--- src/rtl/ram_test_ctrl_if.sv ---
// Memory request/response bus between the RAM test controller and the memory interface controller.
interface ram_test_ctrl_if #(
    parameter int ADDR_W = 32,
    parameter int DATA_W = 16
);
    logic              mem_rdy;
    logic              mem_req;
    logic              mem_we;
    logic [ADDR_W-1:0] mem_addr;
    logic [DATA_W-1:0] mem_wdata;
    logic              mem_rvalid;
    logic [DATA_W-1:0] mem_rdata;

    modport master (
        input  mem_rdy, mem_rvalid, mem_rdata,
        output mem_req, mem_we, mem_addr, mem_wdata
    );

    modport slave (
        output mem_rdy, mem_rvalid, mem_rdata,
        input  mem_req, mem_we, mem_addr, mem_wdata
    );
endinterface

--- src/rtl/ram_test_ctrl.sv ---
// Button/switch-driven RAM test controller: manual lane-assembled write/readback and
// seeded auto-pattern sweep with mismatch counting.

module ram_test_ctrl_deb #(
    parameter int TAPS = 4
) (
    input  logic clk,
    input  logic sys_rst_n,
    input  logic tick,
    input  logic raw,
    output logic pulse
);
    logic [1:0]      sync_q;
    logic [TAPS-1:0] sr_q;
    logic            lvl_q;

    always_ff @(posedge clk or negedge sys_rst_n) begin
        if (!sys_rst_n) begin
            sync_q <= '0;
            sr_q   <= '0;
            lvl_q  <= 1'b0;
        end else begin
            sync_q <= {sync_q[0], raw};
            if (tick)
                sr_q <= {sr_q[TAPS-2:0], sync_q[1]};
            lvl_q  <= &sr_q;
        end
    end

    // Level only moves on tick cycles, so this is high for exactly one clk per press.
    assign pulse = (&sr_q) & ~lvl_q;
endmodule

module ram_test_ctrl #(
    parameter int ADDR_W   = 32,
    parameter int DATA_W   = 16,
    parameter int SW_W     = 8,
    parameter int DEB_DIV  = 11,
    parameter int DEB_TAPS = 4,
    parameter int AUTO_LEN = 256
) (
    input  logic              clk,
    input  logic              sys_rst_n,
    input  logic [SW_W-1:0]   sw,
    input  logic              btn_up,
    input  logic              btn_dn,
    input  logic              btn_sel,
    input  logic              mode,
    ram_test_ctrl_if.master   mem,
    output logic [DATA_W-1:0] disp_data,
    output logic [15:0]       err_cnt,
    output logic              done,
    output logic [2:0]        state_dbg
);
    localparam int NL     = DATA_W / SW_W;
    localparam int LANE_W = (NL > 1) ? $clog2(NL) : 1;
    localparam int CNT_W  = $clog2(AUTO_LEN) + 1;
    localparam logic [LANE_W-1:0] LAST_LANE = LANE_W'(NL - 1);
    localparam logic [CNT_W-1:0]  LAST_CNT  = CNT_W'(AUTO_LEN - 1);

    typedef enum logic [2:0] {
        IDLE = 3'd0, WR = 3'd1, RD = 3'd2, RWAIT = 3'd3,
        A_WR = 3'd4, A_RD = 3'd5, A_RWAIT = 3'd6, DONE = 3'd7
    } state_t;

    state_t                    state, state_n;
    logic [ADDR_W-1:0]         addr_q, addr_n;
    logic [NL-1:0][SW_W-1:0]   wdata_q, wdata_n;
    logic [LANE_W-1:0]         lane_q, lane_n;
    logic [SW_W-1:0]           seed_q, seed_n;
    logic [CNT_W-1:0]          cnt_q, cnt_n;
    logic [15:0]               err_q, err_n;
    logic [DATA_W-1:0]         disp_q, disp_n;
    logic                      req, we;

    // Debounce sample strobe: a clock enable, everything stays on clk.
    logic [DEB_DIV-1:0] div_q;
    logic               tick;
    always_ff @(posedge clk or negedge sys_rst_n) begin
        if (!sys_rst_n) div_q <= '0;
        else            div_q <= div_q + DEB_DIV'(1);
    end
    assign tick = &div_q;

    logic [2:0] raw, pulse;
    logic       up_p, dn_p, sel_p;
    assign raw = {btn_sel, btn_dn, btn_up};

    for (genvar i = 0; i < 3; i++) begin : g_deb
        ram_test_ctrl_deb #(.TAPS(DEB_TAPS)) u_deb (
            .clk       (clk),
            .sys_rst_n (sys_rst_n),
            .tick      (tick),
            .raw       (raw[i]),
            .pulse     (pulse[i])
        );
    end
    assign {sel_p, dn_p, up_p} = pulse;

    logic [DATA_W-1:0] addr_ext, pat;
    if (ADDR_W >= DATA_W) begin : g_trunc
        assign addr_ext = addr_q[DATA_W-1:0];
    end else begin : g_zext
        assign addr_ext = {{(DATA_W-ADDR_W){1'b0}}, addr_q};
    end
    assign pat = {NL{seed_q}} ^ addr_ext;

    always_ff @(posedge clk or negedge sys_rst_n) begin
        if (!sys_rst_n) begin
            state   <= IDLE;
            addr_q  <= '0;
            wdata_q <= '0;
            lane_q  <= '0;
            seed_q  <= '0;
            cnt_q   <= '0;
            err_q   <= '0;
            disp_q  <= '0;
        end else begin
            state   <= state_n;
            addr_q  <= addr_n;
            wdata_q <= wdata_n;
            lane_q  <= lane_n;
            seed_q  <= seed_n;
            cnt_q   <= cnt_n;
            err_q   <= err_n;
            disp_q  <= disp_n;
        end
    end

    always_comb begin
        state_n = state;
        addr_n  = addr_q;
        wdata_n = wdata_q;
        lane_n  = lane_q;
        seed_n  = seed_q;
        cnt_n   = cnt_q;
        err_n   = err_q;
        disp_n  = disp_q;
        req     = 1'b0;
        we      = 1'b0;
        case (state)
            IDLE: begin
                if (sel_p) begin
                    if (lane_q == '0 && mode) begin
                        seed_n  = sw;
                        err_n   = '0;
                        cnt_n   = '0;
                        state_n = A_WR;
                    end else begin
                        wdata_n[lane_q] = sw;
                        if (lane_q == LAST_LANE) begin
                            lane_n  = '0;
                            state_n = WR;
                        end else begin
                            lane_n = lane_q + LANE_W'(1);
                        end
                    end
                end else if (lane_q == '0 && up_p && !dn_p) begin
                    addr_n = addr_q + ADDR_W'(1);
                end else if (lane_q == '0 && dn_p && !up_p) begin
                    addr_n = addr_q - ADDR_W'(1);
                end
            end
            WR: if (mem.mem_rdy) begin
                req     = 1'b1;
                we      = 1'b1;
                state_n = RD;
            end
            RD: if (mem.mem_rdy) begin
                req     = 1'b1;
                state_n = RWAIT;
            end
            RWAIT: if (mem.mem_rvalid) begin
                disp_n = mem.mem_rdata;
                if (mem.mem_rdata != wdata_q && err_q != 16'hFFFF)
                    err_n = err_q + 16'd1;
                state_n = IDLE;
            end
            A_WR: if (mem.mem_rdy) begin
                req = 1'b1;
                we  = 1'b1;
                if (cnt_q == LAST_CNT) begin
                    // Rewind to the run's start address for the readback pass.
                    addr_n  = addr_q + ADDR_W'(1) - ADDR_W'(AUTO_LEN);
                    cnt_n   = '0;
                    state_n = A_RD;
                end else begin
                    addr_n = addr_q + ADDR_W'(1);
                    cnt_n  = cnt_q + CNT_W'(1);
                end
            end
            A_RD: if (mem.mem_rdy) begin
                req     = 1'b1;
                state_n = A_RWAIT;
            end
            A_RWAIT: if (mem.mem_rvalid) begin
                disp_n = mem.mem_rdata;
                if (mem.mem_rdata != pat && err_q != 16'hFFFF)
                    err_n = err_q + 16'd1;
                addr_n = addr_q + ADDR_W'(1);
                if (cnt_q == LAST_CNT) begin
                    cnt_n   = '0;
                    state_n = DONE;
                end else begin
                    cnt_n   = cnt_q + CNT_W'(1);
                    state_n = A_RD;
                end
            end
            DONE: if (sel_p) state_n = IDLE;
            default: state_n = IDLE;
        endcase
    end

    assign mem.mem_req   = req;
    assign mem.mem_we    = we;
    assign mem.mem_addr  = addr_q;
    assign mem.mem_wdata = (state == A_WR) ? pat : wdata_q;
    assign disp_data     = disp_q;
    assign err_cnt       = err_q;
    assign done          = (state == DONE);
    assign state_dbg     = state;
endmodule

--- src/flat_wrapper.sv ---
// flat-port wrapper written by rule: the top's interface ports become plain ports
module ram_test_ctrl_flat 
#(
    parameter int ADDR_W   = 32,
    parameter int DATA_W   = 16,
    parameter int SW_W     = 8,
    parameter int DEB_DIV  = 11,
    parameter int DEB_TAPS = 4,
    parameter int AUTO_LEN = 256
)
  (clk, sys_rst_n, sw, btn_up, btn_dn, btn_sel, mode, disp_data, err_cnt, done, state_dbg, mem_mem_rdy, mem_mem_rvalid, mem_mem_rdata, mem_mem_req, mem_mem_we, mem_mem_addr, mem_mem_wdata);
  ram_test_ctrl_if #(.ADDR_W(ADDR_W), .DATA_W(DATA_W)) mem_i ();
  input  logic clk;
  input  logic sys_rst_n;
  input  logic [SW_W-1:0] sw;
  input  logic btn_up;
  input  logic btn_dn;
  input  logic btn_sel;
  input  logic mode;
  output logic [DATA_W-1:0] disp_data;
  output logic [15:0] err_cnt;
  output logic done;
  output logic [2:0] state_dbg;
  input wire logic [$bits(mem_i.mem_rdy)-1:0] mem_mem_rdy;
  input wire logic [$bits(mem_i.mem_rvalid)-1:0] mem_mem_rvalid;
  input wire logic [$bits(mem_i.mem_rdata)-1:0] mem_mem_rdata;
  output wire logic [$bits(mem_i.mem_req)-1:0] mem_mem_req;
  output wire logic [$bits(mem_i.mem_we)-1:0] mem_mem_we;
  output wire logic [$bits(mem_i.mem_addr)-1:0] mem_mem_addr;
  output wire logic [$bits(mem_i.mem_wdata)-1:0] mem_mem_wdata;
  assign mem_i.mem_rdy = mem_mem_rdy;
  assign mem_i.mem_rvalid = mem_mem_rvalid;
  assign mem_i.mem_rdata = mem_mem_rdata;
  assign mem_mem_req = mem_i.mem_req;
  assign mem_mem_we = mem_i.mem_we;
  assign mem_mem_addr = mem_i.mem_addr;
  assign mem_mem_wdata = mem_i.mem_wdata;
  ram_test_ctrl #(.ADDR_W(ADDR_W), .DATA_W(DATA_W), .SW_W(SW_W), .DEB_DIV(DEB_DIV), .DEB_TAPS(DEB_TAPS), .AUTO_LEN(AUTO_LEN)) u_core (.clk(clk), .sys_rst_n(sys_rst_n), .sw(sw), .btn_up(btn_up), .btn_dn(btn_dn), .btn_sel(btn_sel), .mode(mode), .mem(mem_i), .disp_data(disp_data), .err_cnt(err_cnt), .done(done), .state_dbg(state_dbg));
endmodule
--- config.mk ---
export PLATFORM = sky130hd
export DESIGN_NAME = ram_test_ctrl_flat
export DESIGN_NICKNAME = d
export VERILOG_FILES = /design/src/rtl/ram_test_ctrl_if.sv /design/src/rtl/ram_test_ctrl.sv /design/src/flat_wrapper.sv
export SDC_FILE = /design/constraint.sdc
export NUM_CORES = 1
export LEC_CHECK = 0
export CORE_MARGIN = 2
export CORE_UTILIZATION = 48
export CTS_CLUSTER_SIZE = 12
export DETAILED_ROUTE_END_ITERATION = 8
export PLACE_DENSITY = 0.85
export SETUP_SLACK_MARGIN = 0.15
export SYNTH_ARGS = -nofsm -noshare
export SYNTH_HDL_FRONTEND = slang
export SYNTH_SLANG_ARGS = --single-unit
--- constraint.sdc ---
create_clock -name clk -period 3.25 [get_ports clk]
set_input_delay 0.65 -clock clk [delete_from_list [all_inputs] [get_ports clk]]
set_output_delay 0.65 -clock clk [all_outputs]
set_load 0.1 [all_outputs]
Yosys cells after proc, flatten, opt, wreduce, memory -nomap -nowiden
Index checks and enable logic that the tools add are counted.
W data, S select, Z words.
{ "totals": {"output_inout_bits": 86, "ff_bits": 133, "input_bits": 32, "word_cells": 131} }
{ "op_classes": {"order_cmp": 2, "add_sub_neg": 7, "n_eq_ne": 26, "reduce_logical": 27, "muxes": 41, "bitwise_logic": 9} }
{ "ops": {"columns": ["cell", "n"], "rows": [
  ["$mux W32", 6],
  ["$mux W16", 7],
  ["$pmux W32 S3", 1],
  ["$pmux W16 S3", 1],
  ["$mux W9", 5],
  ["$mux W3", 11],
  ["$add A32 B1 Y32 const B", 1],
  ["$ne A16 B16 Y1", 2],
  ["$sub A32 B1 Y32 const B", 1],
  ["$sub A32 B9 Y32 const B", 1],
  ["$pmux W9 S3", 1],
  ["$pmux W3 S8", 1],
  ["$add A16 B1 Y16 const B", 1],
  ["$bwmux W16", 1],
  ["$ne A16 B16 Y1 const B", 1],
  ["$ne A2 B2 Y1 const B", 8],
  ["$xor A16 B16 Y16", 1],
  ["$eq A3 B3 Y1 const B", 4],
  ["$reduce_and A4 Y1", 3],
  ["$add A11 B1 Y11 const B", 1],
  ["$reduce_and A11 Y1", 1],
  ["$ne A2 B1 Y1 const B", 5],
  ["$reduce_and A10 Y1", 1],
  ["$reduce_and A5 Y1", 2],
  ["23 further kinds", 45]
]} }

Depth between registers and ports, before layout
{ "logic_depth": {"ltp_word": 8, "ltp_mapped": 13} }

Hierarchy
A second synthesis with hierarchy kept.
{ "unflattened": {"hier_cells": 945, "hier_area_um2": 8429.3} }
{ "modules_own_cells": {"columns": ["module", "instances", "area_each_um2", "seq_area_each_um2", "cells_each"], "rows": [
  ["ram_test_ctrl", 1, 7712.4, 2802.7, 906],
  ["ram_test_ctrl_deb", 3, 239.0, 175.2, 13]
]} }

Worst setup path before layout
Ideal clock, no wire load.
{ "synth_timing": {"kind": "register -> output", "startpoint": "reg u_core.state[2] (netlist: u_core.state_dbg[2])", "endpoint": "out mem_mem_wdata[11]", "path_buffers": 4, "stages_incl_launch_ff": 8, "required_ns": 2.600, "path_slack_ns": -1.650, "t_arrival_ns": 4.250, "cell_sequence": "dfrtp_1 clkbuf_1 nor2b_1 buf_2 nand2_1 clkbuf_1 clkbuf_1 o21ai_0"} }
{ "synth_between": {"elab_chain_len": 2} }
{ "synth_lines": {"columns": ["element", "line_no", "source"], "rows": [
  ["start, declared", "ram_test_ctrl.sv:66", "state_t state, state_n;"],
  ["start signal, assigned", "ram_test_ctrl.sv:119", "state <= state_n;"],
  ["$eq A3 B3 Y1", "ram_test_ctrl.sv:217", "assign mem.mem_wdata = (state == A_WR) ? pat : wdata_q;"],
  ["$mux W16", "ram_test_ctrl.sv:217", null],
  ["end, declared", "flat_wrapper.sv:30", "output wire logic [$bits(mem_i.mem_wdata)-1:0] mem_mem_wdata;"]
]} }
Every way passes these cells.

Worst setup path in the final report
{ "layout_timing": {"startpoint": "reg u_core.addr_q[2] (netlist: u_core.mem.mem_addr[2])", "endpoint": "reg u_core.addr_q[28] (netlist: u_core.mem.mem_addr[28])"} }
{ "layout_between": {"elab_chain_len": 5, "elab_cells_between_ends": 10, "cone_classes": "add/sub: 3; mux: 7"} }
{ "layout_lines": {"columns": ["element", "line_no", "source"], "rows": [
  ["start, declared", "ram_test_ctrl.sv:67", "logic [ADDR_W-1:0] addr_q, addr_n;"],
  ["start signal, assigned", "ram_test_ctrl.sv:120", "addr_q <= addr_n;"],
  ["$add A32 B1 Y32 / $sub A32 B1 Y32 (equally long branches)", null, null],
  ["$sub A32 B9 Y32 / $mux W32 (equally long branches)", "ram_test_ctrl.sv:184, ram_test_ctrl.sv:160", null],
  ["$mux W32, on equally long branches", "ram_test_ctrl.sv:182, ram_test_ctrl.sv:158", null],
  ["$mux W32, on equally long branches", "ram_test_ctrl.sv:179, ram_test_ctrl.sv:143", null],
  ["$pmux W32 S3 *", "ram_test_ctrl.sv:141", "case (state)"]
]} }
Mark *: on every way between the ends. The rest lies on a longest branch, timed or not. The select of a mux whose other input is x is not followed.
A chain may end at the register's enable or synchronous reset.

==> flow_summary.ini <==
[placed_design]
dp_hpwl_um = 19600
gp_congestion = 0.983
pre_cts_ws_ns = -0.0949
portBuffers = 117

[sta]
setup_tns_ns = 0
period_minus_slack_ns = 3.06
slew_headroom_pct = 33.3
max_freq_mhz = 327
rsz0062_at_grt = true
worst_slew_pin_slew_ns = 0.997
slew_viol_final = 0
clock_skew_ns = 0.0119
hold_viol_final = 0
hold-worst-slack_ns = 0.239
fin_ws_ns = 0.195
finalSetupViolations = 0
period_share_pct = 94.0

[power]
power.total_uw = 10700
p_leak_uw = 0.00488
pwr-share-seq_pct = 23.2
cellPowerDensity_nw_per_um2 = 907
p_switching_uw = 5710
clockPowerShare_pct = 18.2
intPower_uw = 4950
power_frac_comb_pct = 58.6
p_sw_share_pct = 53.6
ir_drop_mv = 0.852

[worst_setup_path]
r2r_start = u_core.mem.mem_addr[2]
rr_endpoint = u_core.mem.mem_addr[28]
worstPathArrival_ns = 3.34
reg2reg_depth = 12
critPathKind = reg2reg
cp-start-kind = register
cp.required_ns = 3.53
end_kind = register
crit_path_max_fanout = 4
rrSetupSlack_ns = 0.19

[logic_synthesis]
yosysTopAreaCellShare_pct = 37.7
yosysSeqAreaShare_pct = 37.7
synth_area_leaders = dfrtp_1, mux2_2, xnor2_1
synth_ff_type = dfrtp_1
yosys.area.top_type = dfrtp_1
syn_area_per_cell_sq_um = 8.96
ys.warnings.count = 0
syn-cell-area_sq_um = 8840
async_flop_share_pct = 100
synth_edf_count = 0
synthMuxAreaShare_pct = 7.21
synth-simple-area-share_pct = 23.2
synth_cell_type_count = 72
synth_cells = 986
synth_xor_area_share_pct = 13.0
synthAdderAreaFrac_pct = 0.849
syn_nets = 1024
synth_top_family_by_area = simple AND/OR/NAND/NOR gates
synth_compound_area_share_pct = 14.2
synth-seq-cells = 133

[global_route]
grt_max_degree = 73
grt_pass1_wl_um = 45000
gr-usage-all-layers_pct = 28.6
grt_pass1_vias = 8359
grt_overflow = 0
antenna_found_initial = 0

[drt]
antenna_left = 0
firstDrtPassIters = 6
drc = 0
via_count = 8754
drtIter0Drc = 891
finalWirelength_um = 28900
routedWlPerCell_um = 20.9
vias_per_cell = 6.33

[clock_network]
cts_tree = built
numCtsBuffers = 17
cts.clk_slew.worst_paths_ns = 0.07
clock_latency_ns = 0.43
cts_max_level = 4
cts_buffer_depth = 2
clock-sinks = 133
cts_root_buffer = clkbuf_16
holdBufCountCts = 0

[status]
outcome = completed

[min_path]
hp-class = in2async

[layout]
diodes = 0
fin_nets = 1180
final_common_cell = buf_4
layout-drive-gt1-share_pct = 31.4
mostFrequentLayoutCells = buf_4, dfrtp_1, nand2_1, nor2_1, xnor2_1
synthToLayoutAreaGrowth_pct = 33.0

[die]
num_io_pins = 118
dieArea_sq_um = 19500
rows = 49
core_area_sq_um = 18000
die_h_um = 140
start_util_pct = 49.0
fp.dieW_um = 140

[job]
maxCapViolCount = 0
what timing repair did:
| item | CTS | global route |
|---|---|---|
| resized for setup | 4 | 33 |
| setup buffers | 5 | 9 |
| pin swaps | 3 | 12 |
| endpoints found under the setup margin | 6 | 16 |
power by group through the flow:
stage / registers, uW / clock network (uW) / logic, uW
4_1_cts: 2440 / 1950 / 6080
3_5_place_dp: 2470 / 0 / 5980
5_1_grt: 2510 / 2010 / 6460
6_report: 2470 / 1940 / 6250
2_1_floorplan: 4080 / 0 / 2710
3_3_place_gp: 2460 / 0 / 5910
routing by layer:
layer | global-route usage (%) | vias up | wire (um)
met5 | 0 | - | 0
met3 | 6.78 | 132 | 2760
met1 | 38.2 | 4219 | 11500
met4 | 12.5 | 0 | 1230
li1 | - | 3894 | -
met2 | 44.6 | 509 | 13400
stage by stage:
stage / instances / area (sq um) / utilization, %
CTS: 1375 / 11500 / 63.8
global placement: 1338 / 10900 / 60.3
floorplan: 986 / 9180 / -
detailed placement: 1338 / 10900 / 60.3
finish: 1384 / 11800 / 65.2
global route: 1384 / 11800 / 65.2
cell families after synthesis:
logic type	after synthesis
compound gates	197
xor+xnor	125
mux	57
fa+ha+maj	6
buf+inv	83
simple gates	385
flops	133
layout make-up:
class                           count  area (sq um)
Inverter                           17          63.8
Tap cell                          229           287
Clock inverter                     14           141
Timing Repair Buffer              203          1820
Multi-Input combinational cell    770          5600
Sequential cell                   133          3400
Clock buffer                       18           439
Fill cell                        1372          6270
critical path, stage by stage (launching register included):
cell and delay (ns):
dfrtp_4 0.51, buf_4 0.17, and3_4 0.19, nand2_4 0.09, xnor2_4 0.13, ha_2 0.23
nand3_4 0.08, nor3_4 0.14, nor4b_4 0.30, o2111ai_4 0.23, or4_4 0.59, a31oi_4 0.18
o21ai_1 0.07
worst max path at each step:
stage                                 startpoint                       to  slack (ns)
after floorplan           u_core.mem.mem_addr[6]  u_core.mem.mem_addr[28]       -0.01
after global placement          mem_mem_rdata[6]        u_core.err_cnt[9]    -0.00005
after detailed placement       mem_mem_rdata[14]        u_core.err_cnt[3]       -0.09
after CTS                 u_core.mem.mem_addr[0]  u_core.mem.mem_addr[30]        0.16
after global routing      u_core.mem.mem_addr[0]  u_core.mem.mem_addr[28]        0.09
final                     u_core.mem.mem_addr[2]  u_core.mem.mem_addr[28]        0.19
cell usage after synthesis (5+ instances only):
cell / count
and2_1: 8
and4_1: 10
xor2_1: 54
o22ai_1: 9
and3_1: 21
buf_4: 6
nand4_1: 32
a22oi_1: 5
nor3_1: 29
nand2_1: 85
clkbuf_1: 45
mux2_2: 53
dfrtp_1: 133
nor2_1: 78
xnor2_1: 67
o211ai_1: 5
inv_1: 16
nand3_1: 43
or3_1: 14
o21ai_0: 77
ha_1: 6
nor2b_1: 6
nand2b_1: 5
a21oi_1: 35
o31ai_1: 11
or4_1: 5
a31oi_1: 7
nor4_1: 28
buf_2: 11
registers in the layout, indices dropped and copies added (netlist names):
name and count:
u_core.disp_data 16, u_core.state_dbg 3, u_core.err_cnt 16, u_core.div_q 11, u_core.seed_q 8, u_core.g_deb.u_deb.lvl_q 3, u_core.g_deb.u_deb.sr_q 12, u_core.cnt_q 9
u_core.mem.mem_addr 32, u_core.wdata_q 16, u_core.lane_q 1, u_core.g_deb.u_deb.sync_q 6
No activity file was read; power rests on OpenSTA's default activity.
